### src/rtl/led_pattern_pkg.sv
// Shared definitions for the LED pattern generator family.
//   MODE_*      : encodings of the 2-bit mode selector
//   clog2_min1  : counter/index width helper that never returns 0, so a
//                 one-LED or divide-by-2 build still gets a 1-bit register
package led_pattern_pkg;

  localparam logic [1:0] MODE_COUNT   = 2'd0;
  localparam logic [1:0] MODE_SCAN    = 2'd1;
  localparam logic [1:0] MODE_BREATHE = 2'd2;
  localparam logic [1:0] MODE_STATIC  = 2'd3;

  function automatic int clog2_min1(input int n);
    return (n <= 2) ? 1 : $clog2(n);
  endfunction

endpackage

### src/rtl/led_tick_prescaler.sv
// Step-tick prescaler: counts 0..TICK_DIV-1 on clk25 and wraps.
// Ports:
//   clk25  in  board clock, rising edge
//   rst_   in  synchronous active-low reset (counter -> 0)
//   clear  in  restart the count at 0; suppresses the strobe this cycle
//   tick   out one-cycle strobe while the count reads TICK_DIV-1. This is
//              combinational from the count so the user can register its
//              own tick output on the same edge that it advances state.
module led_tick_prescaler
  import led_pattern_pkg::*;
#(
  parameter int TICK_DIV = 2097152
) (
  input  logic clk25,
  input  logic rst_,
  input  logic clear,
  output logic tick
);

  localparam int              CNT_W   = clog2_min1(TICK_DIV);
  localparam logic [CNT_W-1:0] CNT_MAX = CNT_W'(TICK_DIV - 1);

  logic [CNT_W-1:0] cnt;

  always_ff @(posedge clk25) begin
    if (!rst_) begin
      cnt <= '0;
    end else if (clear || (cnt == CNT_MAX)) begin
      cnt <= '0;
    end else begin
      cnt <= cnt + CNT_W'(1);
    end
  end

  assign tick = rst_ && !clear && (cnt == CNT_MAX);

endmodule

### src/rtl/led_pattern_gen.sv
// Parametrised LED driver: binary count, bounce scan, PWM breathe or static
// pattern, stepped by a prescaled tick derived from the board clock.
// Ports:
//   clk25       in   board clock, 25 MHz
//   rst_        in   synchronous active-low reset
//   mode        in   0=COUNT 1=SCAN 2=BREATHE 3=STATIC, sampled every cycle
//   static_val  in   pattern shown in STATIC mode
//   leds        out  registered LED drive, 1 = on
//   tick        out  registered one-cycle pulse per step tick
// A change of mode restarts the prescaler and all pattern state, so the
// new pattern starts from its origin and takes a full TICK_DIV to step.
module led_pattern_gen
  import led_pattern_pkg::*;
#(
  parameter int NUM_LEDS = 4,
  parameter int TICK_DIV = 2097152,
  parameter int PWM_BITS = 8
) (
  input  logic                clk25,
  input  logic                rst_,
  input  logic [1:0]          mode,
  input  logic [NUM_LEDS-1:0] static_val,
  output logic [NUM_LEDS-1:0] leds,
  output logic                tick
);

  localparam int                  POS_W    = clog2_min1(NUM_LEDS);
  localparam logic [POS_W-1:0]    POS_LAST = POS_W'(NUM_LEDS - 1);
  localparam logic [PWM_BITS-1:0] DUTY_MAX = '1;

  logic [1:0]          mode_q;
  logic                mode_chg;
  logic                step_stb;
  logic [NUM_LEDS-1:0] step;
  logic [POS_W-1:0]    pos;
  logic                dir_down;   // shared by SCAN and BREATHE; only one runs
  logic [PWM_BITS-1:0] duty;
  logic [PWM_BITS-1:0] pwm_cnt;
  logic [NUM_LEDS-1:0] leds_d;

  assign mode_chg = (mode != mode_q);

  led_tick_prescaler #(
    .TICK_DIV (TICK_DIV)
  ) u_prescaler (
    .clk25 (clk25),
    .rst_  (rst_),
    .clear (mode_chg),
    .tick  (step_stb)
  );

  always_ff @(posedge clk25) begin
    if (!rst_) begin
      mode_q   <= MODE_COUNT;
      step     <= '0;
      pos      <= '0;
      dir_down <= 1'b0;
      duty     <= '0;
      pwm_cnt  <= '0;
      tick     <= 1'b0;
      leds     <= '0;
    end else begin
      mode_q  <= mode;
      pwm_cnt <= pwm_cnt + PWM_BITS'(1);
      tick    <= step_stb;
      leds    <= leds_d;
      if (mode_chg) begin
        step     <= '0;
        pos      <= '0;
        dir_down <= 1'b0;
        duty     <= '0;
      end else if (step_stb) begin
        case (mode_q)
          MODE_COUNT: step <= step + NUM_LEDS'(1);
          MODE_SCAN: begin
            // Turn around on the end LED itself so ends are lit one step only.
            if (NUM_LEDS > 1) begin
              if (!dir_down) begin
                if (pos == POS_LAST) begin
                  dir_down <= 1'b1;
                  pos      <= pos - POS_W'(1);
                end else begin
                  pos <= pos + POS_W'(1);
                end
              end else begin
                if (pos == '0) begin
                  dir_down <= 1'b0;
                  pos      <= pos + POS_W'(1);
                end else begin
                  pos <= pos - POS_W'(1);
                end
              end
            end
          end
          MODE_BREATHE: begin
            if (!dir_down) begin
              if (duty == DUTY_MAX) begin
                dir_down <= 1'b1;
                duty     <= duty - PWM_BITS'(1);
              end else begin
                duty <= duty + PWM_BITS'(1);
              end
            end else begin
              if (duty == '0) begin
                dir_down <= 1'b0;
                duty     <= duty + PWM_BITS'(1);
              end else begin
                duty <= duty - PWM_BITS'(1);
              end
            end
          end
          default: ;
        endcase
      end
    end
  end

  // On a mode change the state registers still hold the old pattern, so the
  // new mode's origin is produced directly rather than from state.
  always_comb begin
    leds_d = '0;
    if (mode_chg) begin
      case (mode)
        MODE_SCAN:   leds_d = NUM_LEDS'(1);
        MODE_STATIC: leds_d = static_val;
        default:     leds_d = '0;
      endcase
    end else begin
      case (mode_q)
        MODE_COUNT:   leds_d = step;
        MODE_SCAN:    leds_d = NUM_LEDS'(1) << pos;
        MODE_BREATHE: leds_d = {NUM_LEDS{pwm_cnt < duty}};
        default:      leds_d = static_val;
      endcase
    end
  end

endmodule

### config.mk
export PLATFORM = sky130hd
export DESIGN_NAME = led_pattern_gen
export DESIGN_NICKNAME = d
export VERILOG_FILES = /design/src/rtl/led_pattern_pkg.sv /design/src/rtl/led_tick_prescaler.sv /design/src/rtl/led_pattern_gen.sv
export SDC_FILE = /design/constraint.sdc
export NUM_CORES = 1
export LEC_CHECK = 0
export BUFFER_PORTS_ARGS = -buffer_cell sky130_fd_sc_hd__clkbuf_2
export CORE_ASPECT_RATIO = 0.9
export CORE_MARGIN = 10
export CORE_UTILIZATION = 30
export DETAILED_ROUTE_END_ITERATION = 6
export GPL_ROUTABILITY_DRIVEN = 0
export HOLD_SLACK_MARGIN = 0.08
export PLACE_DENSITY_LB_ADDON = 0.25
export SLEW_MARGIN = 20
export SYNTH_ARGS = -nofsm -noshare
export SYNTH_HDL_FRONTEND = slang
export SYNTH_SLANG_ARGS = --single-unit
### constraint.sdc
create_clock -name clk25 -period 3 [get_ports clk25]
set_clock_uncertainty 0.1 [all_clocks]
set_input_delay 0.15 -clock clk25 [delete_from_list [all_inputs] [get_ports clk25]]
set_output_delay 0.15 -clock clk25 [all_outputs]
set_load 0.02 [all_outputs]
# After elaboration in Yosys (flattened, before gate mapping)
# Index checks and enable logic that the tools add are counted.
dict set report op_classes {
  magnitude_cmp 1
  muxes 16
  shifts 1
  reduce_logical 14
  bitwise_logic 1
  add_sub_neg 7
  eq_ne 8
}
# op count
set ops {}
lappend ops {{8-bit two-way mux} 3}
lappend ops {{21-bit by 1-bit adder with 21-bit output (second input constant)} 1}
lappend ops {{21-bit == test (second input constant)} 1}
lappend ops {{8-bit by 1-bit adder with 8-bit output (second input constant)} 2}
lappend ops {{4-bit one-hot mux with 3 select lines} 1}
lappend ops {{8-bit == test (second input constant)} 1}
lappend ops {{8-bit zero test} 1}
lappend ops {{8-bit less-than comparator} 1}
lappend ops {{4-bit one-hot mux with 2 select lines} 1}
lappend ops {{2-bit AND reduction} 4}
lappend ops {{8-bit by 1-bit subtractor with 8-bit output (second input constant)} 1}
lappend ops {{2-bit == test (second input constant)} 3}
lappend ops {{1-bit two-way mux} 6}
lappend ops {{2-bit two-way mux} 3}
lappend ops {{4-bit by 1-bit adder with 4-bit output (second input constant)} 1}
lappend ops {{2-bit by 1-bit == test with 1-bit output (second input constant)} 2}
lappend ops {{2-bit zero test} 2}
lappend ops {{4-bit two-way mux} 1}
lappend ops {{2-bit OR reduction} 2}
lappend ops {{1-bit by 2-bit << shifter with 4-bit output (first input constant)} 1}
lappend ops {{2-bit by 1-bit adder with 2-bit output (second input constant)} 1}
lappend ops {{1-bit logical AND} 2}
lappend ops {{2-bit inequality test} 1}
lappend ops {{1-bit one-hot mux with 2 select lines} 1}
lappend ops {{5 further kinds} 5}
dict set report word_totals {
  ff_bits 51
  wordCells 57
  out_inout_bits 5
  input_bits 8
}

# Longest topological paths before layout
dict set report logic_depth {
  depth_word 5
  ltp_mapped 8
  mapped_depth_nobuf 8
}

# By module
# Synthesis repeated with hierarchy kept, for this count alone.
dict set report hier_totals {
  cells_unflattened 315
  area_unflattened_um2 2791.4
}
# module area_each_um2 seq_area_each_um2 cells_per_inst n_inst
set by_module_without_submodules {}
lappend by_module_without_submodules {led_pattern_gen 1824.2 600.6 208 1}
lappend by_module_without_submodules {led_tick_prescaler 967.2 420.4 107 1}

# Worst setup path before layout
# OpenSTA, ideal clock, no wires.
dict set report synth_timing {
  path_type {register to register}
  start {reg duty[0]}
  end {reg duty[3]}
  synth_period_minus_slack_ns 2.021
  arrival_time_ns 1.848
  required_ns 2.827
  path_stages_with_launch 8
  path_slack_ns 0.979
  setup_ns 0.073
  path_buffers 0
  cell_sequence {dfxtp_1 ha_1 and3_1 a41o_1 a21oi_4 mux2i_1 or3_1 a21oi_1}
}
dict set report synth_via {
  elab_chain_cells 3
  word_cells_on_any_way 7
  cone_classes {2 x add/sub; 1 x eq/ne; 3 x mux; 1 x reduce/logical}
}
# item line
set synth_lines {}
lappend synth_lines {{start, declared} led_pattern_gen.sv:37} ;# logic [PWM_BITS-1:0] duty;
lappend synth_lines {{start signal, assigned} led_pattern_gen.sv:99} ;# duty <= duty - PWM_BITS'(1);
lappend synth_lines {{start signal, assigned} led_pattern_gen.sv:101} ;# duty <= duty + PWM_BITS'(1);
lappend synth_lines {{start signal, assigned} led_pattern_gen.sv:106} ;# duty <= duty + PWM_BITS'(1);
lappend synth_lines {{8-bit by 1-bit adder with 8-bit output (tied with other cells)} {led_pattern_gen.sv:101, led_pattern_gen.sv:106}}
lappend synth_lines {{8-bit two-way mux (on tied branches)} {led_pattern_gen.sv:97, led_pattern_gen.sv:104}}
lappend synth_lines {{8-bit two-way mux (*)} led_pattern_gen.sv:96} ;# if (!dir_down) begin
# Every way passes the cells marked *; elsewhere a longest branch is shown, timed or not.
# A chain may end at the register's enable or synchronous reset.

# Final worst setup path
dict set report layout_timing {
  start {reg u_prescaler.cnt[0]}
  end {reg duty[6]}
}
dict set report layout_via {
  elab_chain_cells 3
}
# item line
set layout_lines {}
lappend layout_lines {{start, declared} led_tick_prescaler.sv:23} ;# logic [CNT_W-1:0] cnt;
lappend layout_lines {{start signal, assigned} led_tick_prescaler.sv:31} ;# cnt <= cnt + CNT_W'(1);
lappend layout_lines {{21-bit == test} led_tick_prescaler.sv:35} ;# assign tick = rst_ && !clear && (cnt == CNT_MAX);
lappend layout_lines {{1-bit logical AND} led_tick_prescaler.sv:35}
lappend layout_lines {{2-bit AND reduction (no line)} n/a}
# Every way passes these cells.

==> impl_results.md <==
- EDFF count, synth: 0
- Ratio of cells with drive above 1 in the final layout: 9.146%
- Comb power frac: 6.3%
- Tmin final: 2279 ps
- Worst Hold Class: flip-flop to flip-flop
- Critical Path End Type: flip-flop
- First-pass DRT Iterations: 4
- Vias in the first global route: 2,083
- Clock buffer depth: 2
- Asr flop ratio synth: 0%
- Depth of the most critical reg-to-reg path: 7
- CTS root buf: clkbuf_8
- Fin. max-slew vios: 0
- Met1 Use GR: 11.21%
- Post-synthesis sequential area ratio: 37.92%
- Yosys reg bits: 51
- Req. time, crit path: 3070 ps
- Wire length per cell: 12.21 microns
- Cells after synthesis: 306
- Fin. Hold Viols: 0
- Post-CTS Resized: 0
- Max-cap violation count: 0
- Vias per inst: 4.732
- Finish-stage setup viols: 0
- Number of fill cells in the layout: 908
- Initial Util: 31.13%
- Top-level I/O count: 13
- Initial antenna violation count: 0
- Relative slew slack: 49.10%
- Reg2reg end: duty[6]
- Vias post-DR: 2,115
- Violation count after the first detailed-route iteration: 58
- Switching pwr: 0.2737 mW
- Yosys cell types: 43
- Tcrit/Tclk final: 75.96%
- Area grow syn2layout: 13.48%
- Worst reg2reg path startpoint: u_prescaler.cnt[0]
- WP data arrival: 2350 ps
- RSZ-0062 raised after global routing: false
- Setup bufs post-CTS: 0
- Worst reg-to-reg setup slack: 720 ps
- Pleak: 1.165 nW
- Internal power: 0.9273 mW
- Avg Inst Size Synth: 8.799 sq um
- GR Overflow Total: 0
- Synthesized area: 0.002693 sq mm
- Post-synth top flop: dfxtp_1
- Switching share of power: 22.79%
- Crit Path Class: flip-flop to flip-flop
- GRT Util Overall: 8.606%
- CTS H-tree lvls: 2
- Nets@finish: 352
- Critical Path Source Type: flip-flop
- Antenna diodes: 0
- CTS Sinks: 51
- Flop pwr share: 57.6%
- Synthesized net count: 331
- Die ar.: 0.01317 sq mm
- Final WL: 5.458 mm
- Worst slew pin tran: 761.4 ps
- Setup TNS: 0 ps
- Worst setup endpoint: duty[6]
- First-pass GRT wire length: 9.515 mm
- Worst-skew pair later-pin latency: 300 ps
- Die Span Y: 109.9 microns
- CTS Hold Bufs: 8
- GR met3 Demand/Resource: 1.538%
- Post-layout util: 35.33%
- Clock Power Share: 36.1%
- CTS tree: done
- DP Wirelength: 3.961 mm
- Row count: 32
- Fmax: 438.8 MHz
- Antenna viol nets, final: 0
- Port Buf Inserts: 12
- Status: finished clean
- Most used routing layer: met2
- Largest net degree at the start of global routing: 18
- Maximum vdd drop: 0.1763 mV
- CTS buffer count: 5
- Core area: 0.008648 sq mm
- Met2 Use GR: 13.70%
- Crit Path Max Fanout: 6
- Critical Path Start: u_prescaler.cnt[0]
- PwrDens: 393.1 mW/mm^2
- Die width: 119.9 microns
- CTS clk-pin slew, worst paths: 90 ps
- Drt drc: 0
- Syn. warnings: 0
==> through the flow <==
| stage | cell area [sq um] | hold slack (ps) | total power [mW] | setup slack, ps | instances |
|---|---|---|---|---|---|
| 4_1_cts | 3055 | 369.2 | 1.231 | 687.0 | 447 |
| 2_1_floorplan | 2693 | 171.7 | 0.7541 | 979.1 | 306 |
| 3_5_place_dp | 2875 | 320.2 | 0.7762 | 705.7 | 431 |
| 3_3_place_gp | 2875 | 324.5 | 0.7745 | 787.5 | 431 |
| 6_report | 3055 | 366.7 | 1.201 | 721.2 | 447 |
| 5_1_grt | 3055 | 391.5 | 1.260 | 537.1 | 447 |
==> placed cells by master, fill, tap and decap left out, drive strengths merged, types with 4 or more instances in the layout <==
master       Yosys  routed
dfxtp           51      51
nor2            37      37
nand3           23      23
nand2           21      21
clkbuf           4      20
xnor2           17      17
ha              17      17
xor2            15      15
inv             14      14
a21oi           14      14
o21ai           12      12
and2            11      11
and3            10      10
dlygate4sd3      0       8
nand4            8       8
mux2i            7       7
nor3             4       4
a21o             4       4
a211oi           4       4
nor4             4       4
==> synthesized netlist by cell type, types with 7 or more instances <==
| master | number | area share [%] |
|---|---|---|
| dfxtp_1 | 51 | 38 |
| nor2_1 | 37 | 5.2 |
| nand3_1 | 23 | 4.3 |
| nand2_1 | 19 | 2.6 |
| ha_1 | 17 | 7.9 |
| xnor2_1 | 17 | 5.5 |
| xor2_1 | 15 | 4.9 |
| inv_1 | 14 | 2.0 |
| a21oi_1 | 13 | 2.4 |
| and2_1 | 11 | 2.6 |
| o21ai_0 | 11 | 2.0 |
| and3_1 | 10 | 2.3 |
| mux2i_1 | 7 | 2.6 |
==> worst max-delay path, stage by stage (launching register included) <==
cell,delay [ps]
dfxtp_1,370
ha_1,260
nand2_1,150
nor4_4,440
and2b_2,290
nand2_1,70
a2111oi_0,390
nor3_1,80
==> registers in the layout, indices dropped and copies added (netlist names) <==
| signal | flops |
|---|---|
| leds | 4 |
| duty | 8 |
| step | 4 |
| u_prescaler.cnt | 21 |
| mode_q | 2 |
| dir_down | 1 |
| tick | 1 |
| pos | 2 |
| pwm_cnt | 8 |
==> cell families after synthesis <==
| group | share of synthesized area [%] |
|---|---|
| AOI/OAI and AO/OA | 10.87 |
| xor gates and xnor gates | 10.41 |
| adders and majority gates | 8.271 |
| buffers and inverters | 2.927 |
| DFF | 37.92 |
| muxes | 2.602 |
| and+or+nand+nor | 27.00 |
==> how the worst min path moves through the flow <==
| stage | start | slack [ps] | end | cells after the start |
|---|---|---|---|---|
| CTS | u_prescaler.cnt[0] | 370 | u_prescaler.cnt[0] | 1 |
| floorplan | mode[1] | 170 | mode_q[1] | 1 |
| finish | u_prescaler.cnt[0] | 370 | u_prescaler.cnt[0] | 1 |
| global route | u_prescaler.cnt[0] | 390 | u_prescaler.cnt[0] | 1 |
| global placement | mode[1] | 320 | mode_q[1] | 2 |
| detailed placement | mode[1] | 320 | mode_q[1] | 2 |
==> power groups by stage <==
stage	Sequential (mW)	Combinational (mW)	Clock, mW
after global routing	0.693	0.0863	0.481
after floorplan	0.708	0.0458	0
after global placement	0.707	0.0673	0
after detailed placement	0.708	0.0687	0
final	0.692	0.0756	0.434
after CTS	0.692	0.0767	0.463
==> layer usage <==
layer,vias to the layer above,share of wire [%]
met5,-,0
met4,0,1.9
met3,6,2.1
met2,18,43
met1,984,53
li1,1107,-
==> layout make-up <==
type,count,area (sq um),area share (%)
clock buffer,8,100.1,3.276
inverter,14,52.55,1.720
multi-input combinational,235,1593,52.13
sequential,51,1021,33.42
tap,119,148.9,4.873
timing repair buffer,20,140.1,4.586
(Power assumes the default switching activity.)
